--- src/rtl/memory_port_arbiter.sv ---
// Arbitrates the single memory port between instruction fetch and the data stage.
// Optional fetch anti-starvation counter enabled by defining ARB_STARVE_GUARD_EN.
module memory_port_arbiter #(
  parameter int STARVE_LIMIT = 4
) (
  input  logic        clk_i,
  input  logic        rst_i,
  input  logic        inst_req_i,
  input  logic [31:0] inst_addr_i,
  output logic        inst_ack_o,
  output logic [31:0] inst_data_o,
  input  logic        data_req_i,
  input  logic        data_we_i,
  input  logic [31:0] data_addr_i,
  input  logic [31:0] data_wdata_i,
  input  logic [3:0]  data_wmask_i,
  output logic        data_ack_o,
  output logic [31:0] data_rdata_o,
  output logic        mem_req_o,
  output logic        mem_we_o,
  output logic [31:0] mem_addr_o,
  output logic [31:0] mem_wdata_o,
  output logic [3:0]  mem_wmask_o,
  input  logic        mem_ready_i,
  input  logic [31:0] mem_rdata_i,
  output logic        busy_o
);

  typedef enum logic [1:0] {
    S_IDLE,
    S_INST_ACCESS,
    S_DATA_ACCESS,
    S_RESPOND
  } state_t;

  state_t r_state;
  logic   w_grant_inst;
  logic   w_grant_data;

  if (STARVE_LIMIT < 1 || STARVE_LIMIT > 15) begin : g_bad_starve_limit
    $error("memory_port_arbiter: STARVE_LIMIT must be in 1..15");
  end

`ifdef ARB_STARVE_GUARD_EN
  logic [3:0] r_starve_cnt;

  // Fetch overrides data only once enough data grants have passed it by.
  assign w_grant_inst = inst_req_i && (!data_req_i || (r_starve_cnt >= 4'(STARVE_LIMIT)));

  always_ff @(posedge clk_i) begin
    if (rst_i) begin
      r_starve_cnt <= '0;
    end else if (r_state == S_IDLE) begin
      if (w_grant_inst) begin
        r_starve_cnt <= '0;
      end else if (w_grant_data && inst_req_i && (r_starve_cnt != 4'hF)) begin
        r_starve_cnt <= r_starve_cnt + 4'd1;
      end
    end
  end
`else
  assign w_grant_inst = inst_req_i && !data_req_i;
`endif

  assign w_grant_data = data_req_i && !w_grant_inst;

  // NOTE: every register here is assigned with <= so all of them update from
  // the same pre-edge values; a blocking = would leak new values between lines.
  always_ff @(posedge clk_i) begin
    if (rst_i) begin
      r_state      <= S_IDLE;
      mem_req_o    <= 1'b0;
      mem_we_o     <= 1'b0;
      mem_addr_o   <= '0;
      mem_wdata_o  <= '0;
      mem_wmask_o  <= '0;
      inst_ack_o   <= 1'b0;
      inst_data_o  <= '0;
      data_ack_o   <= 1'b0;
      data_rdata_o <= '0;
      busy_o       <= 1'b0;
    end else begin
      case (r_state)
        S_IDLE: begin
          if (w_grant_data) begin
            mem_req_o   <= 1'b1;
            mem_we_o    <= data_we_i;
            mem_addr_o  <= data_addr_i;
            mem_wdata_o <= data_wdata_i;
            mem_wmask_o <= data_wmask_i;
            busy_o      <= 1'b1;
            r_state     <= S_DATA_ACCESS;
          end else if (w_grant_inst) begin
            mem_req_o   <= 1'b1;
            mem_we_o    <= 1'b0;
            mem_addr_o  <= inst_addr_i;
            mem_wmask_o <= 4'hF;
            busy_o      <= 1'b1;
            r_state     <= S_INST_ACCESS;
          end
        end
        S_INST_ACCESS: begin
          if (mem_ready_i) begin
            mem_req_o   <= 1'b0;
            inst_data_o <= mem_rdata_i;
            inst_ack_o  <= 1'b1;
            r_state     <= S_RESPOND;
          end
        end
        S_DATA_ACCESS: begin
          if (mem_ready_i) begin
            mem_req_o  <= 1'b0;
            if (!mem_we_o) begin
              data_rdata_o <= mem_rdata_i;
            end
            data_ack_o <= 1'b1;
            r_state    <= S_RESPOND;
          end
        end
        S_RESPOND: begin
          // Requests are not sampled here: the acked requester still holds req.
          inst_ack_o <= 1'b0;
          data_ack_o <= 1'b0;
          busy_o     <= 1'b0;
          r_state    <= S_IDLE;
        end
        default: r_state <= S_IDLE;
      endcase
    end
  end

endmodule

--- config.mk ---
export PLATFORM = sky130hd
export DESIGN_NAME = memory_port_arbiter
export DESIGN_NICKNAME = d
export VERILOG_FILES = /design/src/rtl/memory_port_arbiter.sv
export SDC_FILE = /design/constraint.sdc
export NUM_CORES = 1
export LEC_CHECK = 0
export BUFFER_PORTS_ARGS = -buffer_cell sky130_fd_sc_hd__buf_2
export CAP_MARGIN = 15
export CORE_MARGIN = 10
export CORE_UTILIZATION = 46
export CTS_CLUSTER_DIAMETER = 80
export CTS_CLUSTER_SIZE = 10
export DETAILED_ROUTE_END_ITERATION = 8
export PLACE_DENSITY = 0.75
export RECOVER_POWER = 50
export SLEW_MARGIN = 20
export SYNTH_ARGS = -nofsm -noshare
export SYNTH_HDL_FRONTEND = slang
export SYNTH_SLANG_ARGS = --single-unit
--- constraint.sdc ---
create_clock -name clk_i -period 1.75 [get_ports clk_i]
set_input_delay 0.2625 -clock clk_i [delete_from_list [all_inputs] [get_ports clk_i]]
set_output_delay 0.2625 -clock clk_i [all_outputs]
set_load 0.02 [all_outputs]
-- Yosys cells after proc, flatten, opt, wreduce, memory -nomap -nowiden
Cells that the tools add are included.
Widths: inputs -> output; s select.
- flip-flop bits (word level): 139
- output and inout bits: 137
- input bits: 138
- logic and storage cells: 57
- muxes and demuxes: 18
- eq/ne operators: 7
- reductions and logical operators: 20
- bitwise operators: 1
- operators by type and width (kind ; count):
    $mux 32 ; 2
    $reduce_and 2->1 ; 7
    $reduce_bool 2->1 ; 5
    $mux 4 ; 2
    $pmux 1 s2 ; 4
    $mux 1 ; 6
    $mux 2 ; 3
    $pmux 2 s3 ; 1
    $reduce_and 3->1 ; 2
    $eq 2x2->1 const B ; 2
    $ne 2x2->1 const B ; 2
    $ne 3x3->1 const B ; 1
    $eq 2x1->1 const B ; 1
    $logic_and 1x1->1 ; 2
    $logic_not 1->1 ; 2
    $logic_not 2->1 ; 1
    $ne 2x1->1 const B ; 1
    $reduce_or 2->1 ; 1
    $not 1->1 ; 1

-- Depth between registers and ports, before layout
Gate-level depths: netlist (run 1).
- depth after elaboration: 6
- gate-level depth with buffers: 7
- mapped depth without buffers: 5

-- Least setup slack after synthesis (run 1)
No wires, ideal clock.
- kind: flip-flop to flip-flop
- start point: register r_state[0]
- end point: register mem_wmask_o[0]
- period minus slack after synthesis: 1.389 ns
- slack: 0.361 ns
- library setup time: 0.119 ns
- path buffers: 2
- arrival: 1.270 ns
- required time: 1.631 ns
- stages on the path, launching flop included: 7
- cells stage by stage: dfxtp_1 > inv_1 > ha_1 > o21a_1 > buf_4 > buf_6 > o221a_2
- word-level cells in the longest chain between the ends: 2
- ends and longest elaborated chain (element ; line ; text):
    start: declaration ; 36 ; state_t r_state;
    start signal: assignment ; 71 ; r_state <= S_IDLE;
    start signal: assignment ; 92 ; r_state <= S_DATA_ACCESS;
    start signal: assignment ; 99 ; r_state <= S_INST_ACCESS;
    $logic_not 2->1 ; 83 ; case (r_state)
    $reduce_and 2->1 (no source line) ; -- ;
    end signal: assignment ; 90 ; mem_wmask_o <= data_wmask_i;
    end: declaration ; 23 ; output logic [3:0] mem_wmask_o,
Every way passes these cells.
A chain may end at the register's enable or synchronous reset.

-- Worst setup path in the final report (run 1)
- start point: register r_state[1]
- end point: register mem_addr_o[18]
- word-level cells in the longest chain between the ends: 2
- ends and longest elaborated chain (element ; line ; text):
    $logic_not 2->1 ; 83 ;
    $reduce_and 2->1 (no source line) ; -- ;
    end signal: assignment ; 88 ; mem_addr_o <= data_addr_i;
    end signal: assignment ; 96 ; mem_addr_o <= inst_addr_i;
    end: declaration ; 21 ; output logic [31:0] mem_addr_o,
Every way passes these cells.

==> reports/metrics.csv, run 1 <==
metric;value;unit
Crit Path Max Fanout;54;
max-slew violations;0;
vias in the first global route;5123;
Max H-tree Level;4;
Synth Area per Inst;9.35;sq um
clk_skew;0.00606;ns
die width;132;um
Synth cell types;34;
die height;132;um
Post-DP HPWL;12900;um
synth warn;0;
Hold/Removal Path Class;input port to register;
Tmin final;1.54;ns
peak supply drop;0.884;mV
drt pass-1 iters;4;
DR vias;5061;
Final setup violation count;0;
Area Overhead vs Synth;31.3;%
largest net degree at the start of global routing;55;
fillers;1143;
Post-CTS Setup Repair Bufs;0;
CTS root buffer;clkbuf_16;
area taken by multi-input logic gates;0.00262;sq mm
Cell Count, Final, Fillers Out;1058;
row count;40;
status;completed;
antenna cells;0;
CTS max path bufs;2;
DRC;0;
first-pass GRT wire length;26800;um
CP endpoint kind;register;
WL final;16900;um
top cells by area, synth;dfxtp_1, nand2_1, a211oi_2;
R2R Setup Slk;0.21;ns
RSZ-0062 raised after global routing;false;
worst skew pair latency;0.41;ns
cell accounting for the most synthesized area;dfxtp_1;
Ports;275;
worst r2r src;r_state[1];
Critical Path Source Type;register;
share of the yosys chip area belonging to registers;48.1;%
Post-CTS Resized;0;
post-DR wirelength/cell;16.0;um
CTS Buf Count;17;
Reg-to-Reg End;mem_addr_o[18];
CTS Sinks;139;
worst-margin pin slew;0.455;ns
Post-Synthesis Cell Area;0.00579;sq mm
Initial Util;47.6;%
# nets final;1022;
post-synthesis cell count;619;
die area;0.0175;sq mm
antenna viol nets, final;0;
total grt overflow;0;
Post-Place Cells;1028;
Hold Buf Count CTS;0;
DR iter-0 viols;264;
WP data required;2.07;ns
crit path DAT;1.87;ns
crit path kind;register to register;
worst hold endpoint;mem_wdata_o[8];
Fin. Hold Viols;0;
CTS tree;yes;
relative slew slack;69.7;%
fmax;647;MHz
Synth Register Bits;139;
post-synth top area share;48.1;%
hold path cells;3;
Hold WS;0.0862;ns
pwr/cell area;1540;mW/mm^2
Post-Syn Nets;762;
fin crit share;88.3;%
GRT Util Overall;18.7;%
min-delay src;data_wdata_i[8];
worst r2r path cells;6;
share of cells above drive strength 1;33.6;%
Reg clk slew, reported paths;0.06;ns
routability cong.;0.821;
Via density;4.78;
initial antenna violation count;0;
leakage power;2.99;nW
Seq. cell area;0.00278;sq mm
max cap viols;0;
setup_tns;0;ns
Buffers on Ports;274;
core area;0.0122;sq mm
[logic make-up (layout without fill, tap and decap cells)]
logic type | count (synthesis) | in the layout | share of synthesized area [%]
buffers and inverters | 52 | 323 | 6.70
AO/OA/AOI/OAI | 146 | 146 | 20.2
adder cells (fa/ha/maj) | 5 | 5 | 1.08
multiplexers | 32 | 32 | 5.53
AND/OR/NAND/NOR | 245 | 245 | 18.4
flip-flops | 139 | 139 | 48.1
[registers in the layout, summed over array words and instances (netlist names)]
signal / cells
mem_wdata_o: 32
busy_o: 1
mem_addr_o: 32
inst_data_o: 32
mem_wmask_o: 4
mem_we_o: 1
data_rdata_o: 32
r_state: 2
mem_req_o: 1
inst_ack_o: 1
data_ack_o: 1
[layout by cell type, fill, tap and decap left out]
| master | netlist | layout |
|---|---|---|
| a2111o_1 | 1 | 1 |
| a211o_1 | 1 | 1 |
| a211oi_2 | 32 | 32 |
| a21oi_1 | 61 | 61 |
| a21oi_2 | 40 | 40 |
| and2_0 | 0 | 1 |
| and2_4 | 1 | 1 |
| and2b_1 | 1 | 1 |
| and3b_1 | 1 | 1 |
| buf_12 | 3 | 9 |
| buf_2 | 16 | 136 |
| buf_4 | 6 | 6 |
| buf_6 | 12 | 1 |
| bufinv_16 | 0 | 2 |
| clkbuf_1 | 8 | 140 |
| clkbuf_16 | 0 | 17 |
| clkinv_2 | 0 | 7 |
| clkinvlp_4 | 0 | 1 |
| dfxtp_1 | 139 | 139 |
| ha_1 | 5 | 5 |
| inv_1 | 4 | 4 |
| mux2i_1 | 32 | 32 |
| nand2_1 | 159 | 159 |
| nand2_2 | 40 | 40 |
| nand2b_1 | 3 | 3 |
| nand3_1 | 1 | 1 |
| nand3b_1 | 1 | 1 |
| nor2_1 | 33 | 33 |
| nor2b_1 | 2 | 2 |
| nor3b_2 | 1 | 1 |
| o21a_2 | 0 | 1 |
| o21ai_0 | 4 | 4 |
| o221a_2 | 4 | 4 |
| o311ai_0 | 1 | 1 |
| o31ai_2 | 1 | 1 |
| or4_1 | 1 | 1 |
[worst max path at each step]
stage | from | end | slack, ns
6_report | r_state[1] | mem_addr_o[18] | 0.21
5_1_grt | r_state[1] | mem_addr_o[23] | 0.04
4_1_cts | r_state[1] | mem_addr_o[18] | 0.20
3_5_place_dp | r_state[1] | mem_addr_o[29] | 0.22
3_3_place_gp | r_state[1] | mem_addr_o[24] | 0.28
2_1_floorplan | r_state[0] | mem_wmask_o[0] | 0.36
[critical path, stage by stage, from the launching register on]
cell and delay, ns:
dfxtp_1 0.32, inv_1 0.13, ha_1 0.25, o21a_2 0.20, buf_12 0.27, nor2_1 0.09, a211oi_2 0.20
[per-stage QoR]
stage	utilization [%]	area, sq um	setup WS, ns	power [mW]
2_1_floorplan	-	5790	0.361	7.39
3_3_place_gp	59.5	7230	0.278	8.55
3_5_place_dp	59.5	7230	0.222	8.62
4_1_cts	63.9	7770	0.200	12.0
5_1_grt	62.5	7600	0.0414	12.4
6_report	62.5	7600	0.205	11.7
[area by class of cell]
| type | count | area share [%] |
|---|---|---|
| clock buffers | 20 | 5.75 |
| clock inverters | 10 | 1.35 |
| flip-flops and latches | 139 | 36.6 |
| well taps | 168 | 2.77 |
| inverters | 4 | 0.198 |
| multi-input cells | 428 | 34.5 |
| repair buffers | 289 | 18.8 |
[synthesized netlist by cell type, drive strengths merged]
cell type	instances
dfxtp	139
buf	40
a2111o	1
o21a	1
and3b	1
o221a	4
nand2b	3
and2b	1
o21ai	4
clkbuf	8
nor3b	1
or4	1
and2	2
a21oi	101
nand3b	1
a211oi	32
mux2i	32
nand3	1
a211o	1
ha	5
o311ai	1
nor2b	2
o31ai	1
nand2	199
inv	4
nor2	33
[where the power goes]
part           internal [mW]  leakage (nW)  switching (mW)
Clock                   2.06         0.269            1.26
Combinational           1.44          1.58            2.76
Sequential              3.83          1.14           0.330
[metal layers]
layer	vias up	share of wire (%)	GRT usage, %
li1	2586	-	-
met4	0	1.9	6.72
met2	199	46	30.1
met1	2254	42	21.2
met5	-	0	0
met3	22	9.9	8.73
Note: power is estimated with default switching activity, not from simulation.
==> inputs of run 2 (changes only) <==
--- a/constraint.sdc
+++ b/constraint.sdc
@@ -3,2 +3,2 @@
 set_output_delay 0.2625 -clock clk_i [all_outputs]
-set_load 0.02 [all_outputs]
+set_load 0.05 [all_outputs]
==> reports/metrics.csv, run 2 (synthesized netlist as in run 1, its figures left out) <==
metric;value;unit;change
post-DR wirelength/cell;16.0;um;about the same
Final setup violation count;0;;unchanged
first-pass GRT wire length;26800;um;unchanged
Hold Buf Count CTS;0;;unchanged
commonest cells after routing, fill and taps aside;nand2_1, dfxtp_1, clkbuf_1;;
antenna cells;0;;unchanged
Hold/Removal Path Class;input port to register;;
CTS max path bufs;2;;unchanged
Tmin final;1.54;ns;unchanged
row count;40;;unchanged
worst-margin pin slew;0.708;ns;+0.254 ns
Post-CTS Resized;0;;unchanged
DRC;0;;unchanged
Hold WS;0.0862;ns;+0.000000100 ns
share of cells above drive strength 1;33.7;%;+0.11 points
worst r2r path cells;6;;unchanged
crit path launch;r_state[1];;
peak supply drop;0.984;mV;+11%
Initial Util;47.6;%;unchanged
DR top layer;met4;;
Met1 Routed Length;7040;um;-0.13%
Via density;4.79;;about the same
clk_skew;0.00606;ns;unchanged
Reg clk slew, reported paths;0.06;ns;about the same
Worst Setup EP;mem_addr_o[18];;
relative slew slack;53.0;%;-17 points
setup_tns;0;ns;unchanged
largest net degree at the start of global routing;55;;unchanged
core area;0.0122;sq mm;unchanged
status;completed;;
CTS root buffer;clkbuf_16;;
R2R Setup Slk;0.21;ns;about the same
Area Overhead vs Synth;31.3;%;about the same
vias in the first global route;5123;;unchanged
CTS Buf Count;17;;unchanged
total grt overflow;0;;unchanged
fillers;1144;;+0.087%
worst r2r src;r_state[1];;
Max H-tree Level;4;;unchanged
leakage power;2.99;nW;+0.14%
RSZ-0062 raised after global routing;false;;
CTS tree;yes;;
P_int;7.32;mW;about the same
Ports;275;;unchanged
CTS Sinks;139;;unchanged
WL final;16900;um;about the same
max cap viols;0;;unchanged
GRT Util Overall;18.7;%;unchanged
sw frac;44.1;%;+6.8 points
Post-CTS Setup Repair Bufs;0;;unchanged
Critical Path Source Type;register;;
Psw;5.77;mW;+33%
clock group share of total power;25.3;%;-3.1 points
max-slew violations;0;;unchanged
routability cong.;0.821;;unchanged
pwr/cell area;1720;mW/mm^2;+12%
drt pass-1 iters;4;;unchanged
die width;132;um;unchanged
initial antenna violation count;0;;unchanged
WP data required;2.07;ns;about the same
DR iter-0 viols;269;;+1.9%
# nets final;1022;;unchanged
metal2 WL;7870;um;about the same
Crit Path Max Fanout;54;;unchanged
worst skew pair latency;0.41;ns;about the same
fin crit share;88.3;%;unchanged
Power Total;13.1;mW;+12%
Post-DP HPWL;12900;um;unchanged
die height;132;um;unchanged
commonest non-fill, non-tap cell in the layout;nand2_1;;
antenna viol nets, final;0;;unchanged
die area;0.0175;sq mm;unchanged
Reg-to-Reg End;mem_addr_o[18];;
crit path kind;register to register;;
Fin. Hold Viols;0;;unchanged
combinational power share;42.9;%;+6.9 points
Seq pwr share;31.8;%;-3.8 points
metal3 WL;1690;um;+0.54%
crit path DAT;1.87;ns;about the same
CP endpoint kind;register;;
Buffers on Ports;274;;unchanged
DR vias;5063;;+0.040%
fmax;647;MHz;unchanged
## run 2: changes by cell type in the layout (fill, tap and decap cells not counted), sizes merged
cell    change
buf         +1
clkbuf      -1
## run 2: critical path, cell delays in order (launching register included)
cell and delay (ns):
dfxtp_1 0.32, inv_1 0.13, ha_1 0.25, o21a_2 0.20, buf_12 0.27, nor2_1 0.09
a211oi_2 0.20
## run 2: power groups by stage
| stage | Clock [mW] | Sequential, mW | Combinational (mW) |
|---|---|---|---|
| after floorplan | 0 | 6.40 | 2.41 |
| after global placement | 0 | 4.18 | 5.79 |
| after detailed placement | 0 | 4.20 | 5.84 |
| after CTS | 3.39 | 4.14 | 5.85 |
| after global routing | 3.54 | 4.24 | 6.03 |
| final | 3.31 | 4.16 | 5.62 |
## run 2: final cells by class
type | instances | area (sq um) | share of cell area [%]
well taps | 168 | 210 | 2.77
inverters | 4 | 15.0 | 0.198
clock buffers | 20 | 437 | 5.75
repair buffers | 289 | 1430 | 18.9
multi-input cells | 428 | 2620 | 34.5
clock inverters | 10 | 103 | 1.35
flip-flops and latches | 139 | 2780 | 36.6
## run 2: metrics by stage
| stage | setup WS, ns | cell area (sq um) | utilization [%] | cells |
|---|---|---|---|---|
| floorplan | 0.361 | 5790 | - | 619 |
| CTS | 0.200 | 7770 | 63.9 | 1058 |
| detailed placement | 0.222 | 7230 | 59.5 | 1028 |
| global placement | 0.278 | 7230 | 59.5 | 1028 |
| global route | 0.0414 | 7600 | 62.5 | 1058 |
| finish | 0.205 | 7600 | 62.5 | 1058 |
## run 2: how the worst min path moves through the flow
stage                        to  slack, ns              from  cells past startpoint
6_report         mem_wdata_o[8]       0.09   data_wdata_i[8]                      3
4_1_cts         mem_wdata_o[15]       0.07  data_wdata_i[15]                      3
3_5_place_dp    inst_data_o[26]       0.44   inst_data_o[26]                      2
3_3_place_gp     inst_data_o[1]       0.44    inst_data_o[1]                      2
5_1_grt         mem_wdata_o[16]       0.07  data_wdata_i[16]                      3
2_1_floorplan  data_rdata_o[21]       0.39   mem_rdata_i[21]                      2
## run 2: per-layer routing
metal | up-vias | GRT usage (%)
met3 | 22 | 8.73
met2 | 201 | 30.1
met1 | 2254 | 21.2
met4 | 0 | 6.72
li1 | 2586 | -
met5 | - | 0
==> inputs of run 3 (changes only) <==
CORE_UTILIZATION = 25   (was 46)
MAX_ROUTING_LAYER = met4   (was not set)
PLACE_DENSITY = 0.44   (was 0.75)
==> reports/metrics.csv, run 3 (synthesized netlist as in run 1, its figures left out) <==
metric;value;unit;change
status;completed;;
CTS max path bufs;2;;unchanged
Final WS setup;0.187;ns;-0.0185 ns
worst skew pair latency;0.42;ns;about the same
crit path launch;data_ack_o;;
Power Total;13.7;mW;+5.0%
Ports;275;;unchanged
# nets final;1021;;-0.098%
Buffers on Ports;274;;unchanged
Post-CTS Resized;0;;unchanged
CTS root buffer;clkbuf_16;;
crit path kind;register to output pin;;
Seq. cell area;0.00278;sq mm;unchanged
crit path DAT;1.30;ns;-0.57 ns
busiest layer in global routing;met2;;
area taken by multi-input logic gates;0.00262;sq mm;unchanged
share of cells above drive strength 1;34.0;%;+0.30 points
pwr/cell area;1750;mW/mm^2;+1.6%
relative slew slack;53.1;%;+0.13 points
fmax;640;MHz;-1.2%
total grt overflow;0;;unchanged
worst path bufs/invs;1;;-1
RSZ-0062 raised after global routing;false;;
Finished Cell Area;0.00785;sq mm;+3.3%
Hold Buf Count CTS;0;;unchanged
Reg clk slew, reported paths;0.06;ns;about the same
Critical Path Source Type;register;;
Area Overhead vs Synth;35.6;%;
sequence of cells on the critical path;clkbuf_1;;
initial antenna violation count;1;;+1
CTS Buf Count;17;;unchanged
DP Area;0.00739;sq mm;+2.3%
die width;172;um;+30%
commonest non-fill, non-tap cell in the layout;nand2_1;;
fillers;2430;;+110%
leakage power;3.04;nW;+1.5%
Post-Place Cells;1144;;+11%
slowest cell delay on critical path;0.55;ns;+0.23 ns
Post-CTS Setup Repair Bufs;0;;unchanged
DR iter-0 viols;221;;-18%
worst-margin pin slew;0.706;ns;-0.00200 ns
DRC;0;;unchanged
Fin. Hold Viols;0;;unchanged
post-DR wirelength/cell;16.3;um;+2.0%
drt pass-1 iters;4;;unchanged
Crit Path Max Fanout;2;;-96%
CP max stage cell;clkbuf_1;;
routability cong.;0.738;;-10%
setup_tns;0;ns;unchanged
Worst Setup EP;data_ack_o;;
Hold/Removal Path Class;input port to register;;
M1 GR Usage;15.2;%;-6.0 points
CTS Sinks;139;;unchanged
Post-DP HPWL;14000;um;+9.1%
Reg-to-Reg End;mem_req_o;;
max-slew violations;0;;unchanged
core area;0.0227;sq mm;+87%
Final setup violation count;0;;unchanged
first-pass GRT wire length;28800;um;+7.6%
die area;0.0296;sq mm;+70%
antenna viol nets, final;0;;unchanged
largest net degree at the start of global routing;55;;unchanged
Tmin final;1.56;ns;+0.0185 ns
commonest cells after routing, fill and taps aside;nand2_1, dfxtp_1, clkbuf_1, buf_2, a21oi_1;;
row count;55;;+38%
WL final;19200;um;+13%
fin crit share;89.3;%;+1.1 points
M2 GR Usage;19.6;%;-10 points
CTS tree;yes;;
worst r2r path cells;5;;-1
worst r2r src;r_state[0];;
vias in the first global route;5092;;-0.61%
CP endpoint kind;output pin;;
Via density;4.20;;-12%
max cap viols;0;;unchanged
Max H-tree Level;4;;unchanged
clk_skew;0.0125;ns;+0.00640 ns
met3 GRT Util;5.77;%;-3.0 points
Initial Util;25.5;%;-22 points
WP depth;1;;-5
R2R Setup Slk;0.25;ns;+0.04 ns
delay-heaviest family, CP;buffers and inverters;;
Place WS;0.241;ns;+0.0183 ns
GRT Util Overall;12.8;%;-5.9 points
DR vias;4943;;-2.4%
Cell Count, Final, Fillers Out;1177;;+11%
peak supply drop;0.602;mV;-39%
die height;172;um;+30%
WP data required;1.49;ns;-0.58 ns
## run 3: cell count changes in the layout (fill, tap and decap cells not counted)
cell / before / now
clkinv_2: 7 / 3
clkinv_4: 0 / 4
buf_4: 6 / 3
buf_12: 9 / 11
bufinv_16: 2 / 4
clkbuf_1: 139 / 137
inv_6: 0 / 2
and2_0: 1 / 0
and2_1: 0 / 1
diode_2: 0 / 1
## run 3: where the power goes
part / switching [mW] / leakage [nW] / internal (mW) / total [mW]
Combinational: 4.26 / 1.59 / 1.45 / 5.71
Sequential: 0.322 / 1.14 / 3.83 / 4.15
Clock: 1.48 / 0.305 / 2.40 / 3.88
## run 3: worst reg2reg max path: cells and delay by family, from the launching register on
kind	cells	cell delay, ns
flops	1	0.37
fa+ha+maj	1	0.33
compound gates	1	0.29
buf+inv	1	0.10
simple gates	2	0.29
## run 3: worst min-delay path by stage
stage / from / endpoint / slack (ns) / depth (start not counted)
4_1_cts: data_wdata_i[17] / mem_wdata_o[17] / 0.05 / 3
6_report: data_wdata_i[14] / mem_wdata_o[14] / 0.08 / 3
2_1_floorplan: mem_rdata_i[21] / data_rdata_o[21] / 0.39 / 2
5_1_grt: data_wdata_i[14] / mem_wdata_o[14] / 0.05 / 3
3_5_place_dp: data_rdata_o[7] / data_rdata_o[7] / 0.44 / 2
3_3_place_gp: data_rdata_o[1] / data_rdata_o[1] / 0.44 / 2
## run 3: cell type report
type                    count  share of cell area [%]
flip-flops and latches    139                    35.4
multi-input cells         428                    33.4
repair buffers            288                    18.5
clock buffers              18                    5.47
well taps                 285                    4.54
clock inverters            14                    2.49
inverters                   4                   0.191
diodes                      1                  0.0319
## run 3: layer usage
metal | up-vias | wire (um)
met4 | 0 | 129
met5 | - | 0
met2 | 167 | 8650
li1 | 2587 | -
met1 | 2182 | 8650
met3 | 7 | 1760
## run 3: metrics by stage
stage,hold slack [ns],utilization [%]
after floorplan,0.389,-
after global placement,0.440,32.6
after detailed placement,0.444,32.6
after CTS,0.0519,35.3
after global routing,0.0530,34.6
final,0.0777,34.6
